**config.mk**
```make
export PLATFORM = sky130hd
export DESIGN_NAME = branch_cond_unit
export DESIGN_NICKNAME = d
export VERILOG_FILES = /design/src/rtl/branch_cond_unit.sv
export SDC_FILE = /design/constraint.sdc
export NUM_CORES = 1
export LEC_CHECK = 0
export CAP_MARGIN = 20
export CORE_ASPECT_RATIO = 1.4
export CORE_MARGIN = 2
export CORE_UTILIZATION = 50
export CTS_CLUSTER_SIZE = 10
export DETAILED_ROUTE_END_ITERATION = 6
export HOLD_SLACK_MARGIN = 0.06
export MAX_ROUTING_LAYER = met4
export PLACE_DENSITY_LB_ADDON = 0.12
export SLEW_MARGIN = 15
export SYNTH_ARGS = -nofsm -noshare
export SYNTH_HDL_FRONTEND = slang
export SYNTH_SLANG_ARGS = --single-unit
```
**constraint.sdc**
```tcl
create_clock -name clock -period 2.7 [get_ports clock]
set_clock_uncertainty 0.05 [all_clocks]
set_input_delay 0.675 -clock clock [delete_from_list [all_inputs] [get_ports clock]]
set_output_delay 0.675 -clock clock [all_outputs]
set_load 0.1 [all_outputs]
```
**src/rtl/branch_cond_unit.sv**
```systemverilog
// Branch condition unit: flag register, 8-way condition evaluation, post-branch flush window, saturating stats.
// Latency: take is combinational in the branch cycle; flush/flags/counters update on the next clock edge.
// Backpressure: none; while flush is high, incoming branches are ignored (not taken, not counted).
module branch_cond_unit #(
  parameter int FLUSH_CYCLES = 2,
  parameter int CNT_W        = 16
) (
  input  logic             clock,
  input  logic             reset,
  input  logic             alu_zero,
  input  logic             alu_neg,
  input  logic             alu_carry,
  input  logic             flag_we,
  input  logic             branch,
  input  logic [2:0]       cond,
  input  logic             stat_clr,
  output logic             take,
  output logic             flush,
  output logic [2:0]       flags,
  output logic [CNT_W-1:0] branch_count,
  output logic [CNT_W-1:0] taken_count
);

  typedef enum logic {IDLE, FLUSH} state_t;

  localparam logic [3:0]       FLUSH_LOAD = (FLUSH_CYCLES > 0) ? 4'(FLUSH_CYCLES - 1) : 4'd0;
  localparam logic [CNT_W-1:0] CNT_MAX    = '1;

  state_t     state, state_nxt;
  logic [3:0] cnt, cnt_nxt;
  logic [2:0] eff_flags;
  logic       cond_true;

  // Flags written this cycle are forwarded so a compare-and-branch pair needs no bubble.
  assign eff_flags = flag_we ? {alu_neg, alu_carry, alu_zero} : flags;

  always_comb begin
    cond_true = 1'b0;
    case (cond)
      3'd0:    cond_true = 1'b1;
      3'd1:    cond_true = eff_flags[0];
      3'd2:    cond_true = ~eff_flags[0];
      3'd3:    cond_true = eff_flags[2];
      3'd4:    cond_true = ~eff_flags[2];
      3'd5:    cond_true = eff_flags[1];
      3'd6:    cond_true = ~eff_flags[1];
      default: cond_true = 1'b0;
    endcase
  end

  assign flush = (state == FLUSH);
  assign take  = reset & branch & ~flush & cond_true;

  always_comb begin
    state_nxt = state;
    cnt_nxt   = cnt;
    case (state)
      IDLE: begin
        if (take && (FLUSH_CYCLES > 0)) begin
          state_nxt = FLUSH;
          cnt_nxt   = FLUSH_LOAD;
        end
      end
      FLUSH: begin
        if (cnt == 4'd0) state_nxt = IDLE;
        else             cnt_nxt   = cnt - 4'd1;
      end
      default: state_nxt = IDLE;
    endcase
  end

  always_ff @(posedge clock) begin
    if (!reset) begin
      state        <= IDLE;
      cnt          <= 4'd0;
      flags        <= 3'b000;
      branch_count <= '0;
      taken_count  <= '0;
    end else begin
      state <= state_nxt;
      cnt   <= cnt_nxt;
      if (flag_we) flags <= {alu_neg, alu_carry, alu_zero};
      if (stat_clr) begin
        branch_count <= '0;
        taken_count  <= '0;
      end else begin
        if (branch && !flush && branch_count != CNT_MAX) branch_count <= branch_count + 1'b1;
        if (take && taken_count != CNT_MAX)              taken_count  <= taken_count + 1'b1;
      end
    end
  end

endmodule

```
### Yosys cells after proc, flatten, opt, wreduce, memory -nomap -nowiden

Cells that the tools add are included.

| storage, ports and cells | value |
|---|---|
| register bits after elaboration | 40 |
| bits in latches | 0 |
| RAM bits | 0 |
| memory bits (read-only) | 0 |
| input port bits | 11 |
| memories kept | 0 |

| cells by class | value |
|---|---|
| $add $sub $neg | 3 |
| $mul | 0 |
| divide/modulo/power cells | 0 |
| order comparisons | 0 |
| eq/ne operators | 10 |
| shift operators | 0 |
| mux-type cells | 8 |
| bitwise gates (word level) | 8 |
| reduce and logical (&&, ||, !) cells | 8 |

Operators by type and width:

| cell | number |
|---|---|
| 16-bit by 1-bit adder with 16-bit output, second input constant | 2 |
| 16-bit inequality test, second input constant | 2 |
| 3-bit == test, second input constant | 3 |
| 4-bit two-way mux | 2 |
| 4-bit case mux with 2 select lines | 1 |
| 1-bit case mux with 7 select lines | 1 |
| 3-bit by 2-bit == test with 1-bit output, second input constant | 2 |
| 1-bit inverter | 5 |
| 4-bit logical NOT | 1 |
| 2-bit inequality test, second input constant | 2 |
| 4-bit by 1-bit subtractor with 4-bit output, second input constant | 1 |
| 1-bit bitwise AND | 3 |
| 3-bit by 1-bit == test with 1-bit output, second input constant | 1 |
| 1-bit logical AND | 3 |
| 3-bit logical NOT | 1 |
| 3-bit two-way mux | 1 |
| 1-bit two-way mux | 2 |
| 1-bit case mux with 2 select lines | 1 |
| 2-bit AND reduction | 1 |
| 2-bit OR reduction | 1 |
| 1-bit logical NOT | 1 |

### Depth between registers and ports, before layout

| logic depth | value |
|---|---|
| depth after elaboration | 6 |
| gate-level depth with buffers | 7 |
| depth with buffers taken out | 6 |

### Worst setup path after synthesis

OpenSTA, ideal clock, no wires.

| timing | value |
|---|---|
| path type | flip-flop to output port |
| start point | register flags[1] |
| end point | output take |
| arrival time | 2.104 ns |
| required time | 1.975 ns |
| path slack | -0.129 ns |
| stages on the path, launching flop included | 5 |
| cells stage by stage | dfxtp_1 > mux2i_1 > mux2_4 > a31oi_1 > buf_4 |

| between the ends | value |
|---|---|
| cells in the longest elaborated chain, start to end | 4 |

RTL lines:

| item | RTL line | text |
|---|---|---|
| start: declaration | 19 | `output logic [2:0] flags,` |
| start signal: assignment | 82 | `if (flag_we) flags <= {alu_neg, alu_carry, alu_zero};` |
| 3-bit two-way mux * | -- |  |
| 1-bit inverter | 46 | `3'd6: cond_true = ~eff_flags[1];` |
| 1-bit case mux with 7 select lines * | 39 | `case (cond)` |
| 1-bit bitwise AND * | 52 | `assign take = reset & branch & ~flush & cond_true;` |
| end: declaration | 17 | `output logic take,` |

Every way passes the cells marked *; elsewhere a longest branch is shown, timed or not.

### Worst setup path after layout

| timing | value |
|---|---|
| start point | input alu_carry |
| end point | output take |

| between the ends | value |
|---|---|
| cells in the longest elaborated chain, start to end | 4 |

RTL lines:

| item | RTL line | text |
|---|---|---|
| start: declaration | 12 | `input logic alu_carry,` |
| 3-bit two-way mux * | -- |  |
| 1-bit inverter | 46 |  |
| 1-bit case mux with 7 select lines * | 39 |  |
| 1-bit bitwise AND * | 52 |  |

Marked as above.

==> impl_metrics.yaml <==
synthesis:
  yosys.area.top_type: "dfxtp_1"
  synthTopCellsByArea: "dfxtp_1, mux2i_1, nor2_1"
  synth_ff_type: "dfxtp_1"
  synth_common_cells: "dfxtp_1, nor2_1, nand2_1, nand3_1, a21oi_1"
  yosysSeqAreaShare_pct: 37.5
  mappedNetlistArea_sq_um: 2140
  yosys_warnings: 0
  synth_edf_count: 0
  synthCells: 255
  synth_nets: 269
  avgSynthCellArea_sq_um: 8.38
  yosysUniqueCellTypes: 50
  synth_most_common_cell: "dfxtp_1"
  synth.top_cell.area_share_pct: 37.5
  ys_ff_latch: 40
  async_flop_share_pct: 0
clock_network:
  clkTransAtPathRegs_ps: 80
  cts_tree: "yes"
  insertion_delay_ps: 290
  clk_path_buf_depth: 2
  ctsHtreeMaxLevel: 2
  cts-buffers-inserted: 5
  clock_sinks: 40
  postCtsHoldBufs: 0
  root_buffer: "clkbuf_8"
sta:
  tns_ps: 0
  hold_viol_final: 0
  setup_violations: 0
  setup_ws_ps: 63.3
  final.period_utilization_pct: 97.7
  rsz0062_at_grt: "false"
  period_minus_slack_ps: 2640
  fmax_ghz: 0.379
  worst_slew_pin_slew_ps: 644
  slew_headroom_pct: 56.6
  slew_violations: 0
job:
  cap_violations: 0
critical_path:
  cp_max_fo: 2
  max_stage_delay_ps: 360
  worst-setup-path-type: "in -> out"
  crit_chain: "dlygate4sd2_1 > mux2i_2 > mux2_4 > a31oi_4 > buf_12"
  required_ps: 1980
  ff2ff_setup_slack_ps: 710
  start_kind: "input pin"
  arrival_ps: 1910
  end_kind: "output pin"
  cp_top_family: "multiplexers"
  slowest_stage: "mux2_4"
  crit_buf_inv: 2
placed_design:
  pre_cts_ws_ps: -419
  hpwlAfterDp_mm: 3.78
  routabilityCongestion: 0.866
  dp.cells: 355
  io_buffers: 47
detailed_routing:
  via_count: 2115
  ant_nets: 0
  routed_wl_mm: 5.24
  via_per_inst: 5.81
  drtIter0Drc: 95
  drtPass1Iterations: 4
  drcViolationCount: 0
  wl_per_cell_um: 14.4
hold_path:
  min_path_type: "reg -> reg"
finish:
  final_cells: 364
  fin_nets: 332
  drive_gt1_share_pct: 27.6
  fillers: 369
  area_growth_syn_to_layout_pct: 32.1
  num_antenna_cells: 0
die:
  core_sq_um: 4170
  die_h_um: 81.4
  die_w_um: 59.3
  rows: 28
  io_pins: 48
  start_util_pct: 51.3
  die_area_sq_um: 4820
pwr:
  comb_power_share_pct: 15.6
  clock_power_share_pct: 34.5
  p_switching_uw: 329
  internal_power_uw: 875
  p_total_uw: 1200
  sw_frac_of_total_pct: 27.3
  pwr-share-seq_pct: 50.0
  ir_worst_vdd_mv: 0.307
  power_density_nw_per_um2: 426
  p_leak_uw: 0.00115
grt:
  grt_pass1_vias: 2064
  antenna_found_initial: 0
  overflow: 0
  grt_use_total_pct: 24.0
  grt_pass1_wl_mm: 8.80
  grt_max_degree: 18
outcome:
  outcome: "finished clean"
[what timing repair did]
| action | in CTS | in global routing |
|---|---|---|
| gates resized for setup | 18 | 3 |
| endpoints found under the setup margin | 1 | 1 |
| cloned | 0 | 0 |
| setup buffers | 0 | 2 |
| pin swaps | 1 | 1 |
| endpoints found under the hold margin | 0 | 0 |
[cells by family (layout without fill, tap and decap cells)]
| family | Yosys count | after routing | share of synthesized area, % |
|---|---|---|---|
| buffers and inverters | 16 | 80 | 3.63 |
| multiplexers | 13 | 13 | 6.38 |
| flip-flops | 40 | 40 | 37.5 |
| AND/OR/NAND/NOR | 130 | 130 | 32.9 |
| XOR/XNOR | 11 | 11 | 4.51 |
| adder cells (fa/ha/maj) | 3 | 3 | 1.76 |
| AO/OA/AOI/OAI | 42 | 42 | 13.3 |
[worst reg2reg max path, stage by stage (launching register included)]
cell	delay, ps
dfxtp_1	420
ha_1	280
nand2_1	90
nor3_1	470
a21oi_1	190
buf_4	190
a31o_2	220
[registers in the layout, indices dropped and copies added, names as in the netlist]
register	cells
branch_count	16
cnt	4
flags	3
flush	1
taken_count	16
[final timing paths]
path,start,endpoint,depth (start not counted)
worst max register to register,branch_count[0]$_SDFFE_PP0P_,branch_count[7]$_SDFFE_PP0P_,6
worst min-delay path,cnt[1]$_SDFFE_PN0P_,cnt[1]$_SDFFE_PN0P_,2
worst min register to register,cnt[1]$_SDFFE_PN0P_,cnt[1]$_SDFFE_PN0P_,2
worst max-delay path,alu_carry,take,5
[layout by cell type, fill, tap and decap left out, drive strengths merged, types with 3 or more instances in the layout]
master	synthesis	routed
a31o	4	4
buf	6	58
mux2i	11	11
or3	6	6
a41o	3	3
nor2b	5	5
and3	4	4
nor2	29	29
nand2	21	21
inv	5	5
o21ai	5	5
nor4	6	6
nand2b	7	7
nand3	16	16
a31oi	4	4
dfxtp	40	40
a21oi	13	13
or2	3	3
xor2	3	3
nand3b	3	3
a211oi	3	3
nor3	8	8
clkdlybuf4s50	0	3
nand4	12	12
clkbuf	5	6
dlygate4sd2	0	5
xnor2	8	8
ha	3	3
[area by class of cell]
cell class	instances	area, sq um	share of cell area, %
multi-input combinational	199	1310	46.3
sequential	40	802	28.4
timing repair buffer	67	548	19.4
clock buffer	6	82.6	2.92
tap	45	56.3	1.99
inverter	5	18.8	0.665
clock inverter	2	10.0	0.354
[power groups by stage]
stage	registers [uW]	logic, uW	clock network [uW]
after floorplan	648	75.8	0
after global placement	615	174	0
after detailed placement	615	176	0
after CTS	601	183	426
after global routing	602	200	449
final	601	188	415
[through the flow]
step / cell area (sq um) / hold WS, ps / utilization, %
finish: 2820 / 432 / 67.7
detailed placement: 2680 / 427 / 64.3
floorplan: 2140 / 401 / -
CTS: 2810 / 438 / 67.4
global route: 2820 / 474 / 67.7
global placement: 2680 / 415 / 64.3
[routing by layer]
| metal | share of wire [%] | GRT usage [%] |
|---|---|---|
| met2 | 52 | 42.9 |
| met4 | 2.3 | 9.55 |
| met5 | 0 | - |
| met3 | 3.7 | 4.14 |
| met1 | 42 | 25.8 |
Power figures use the tool's default switching activity.
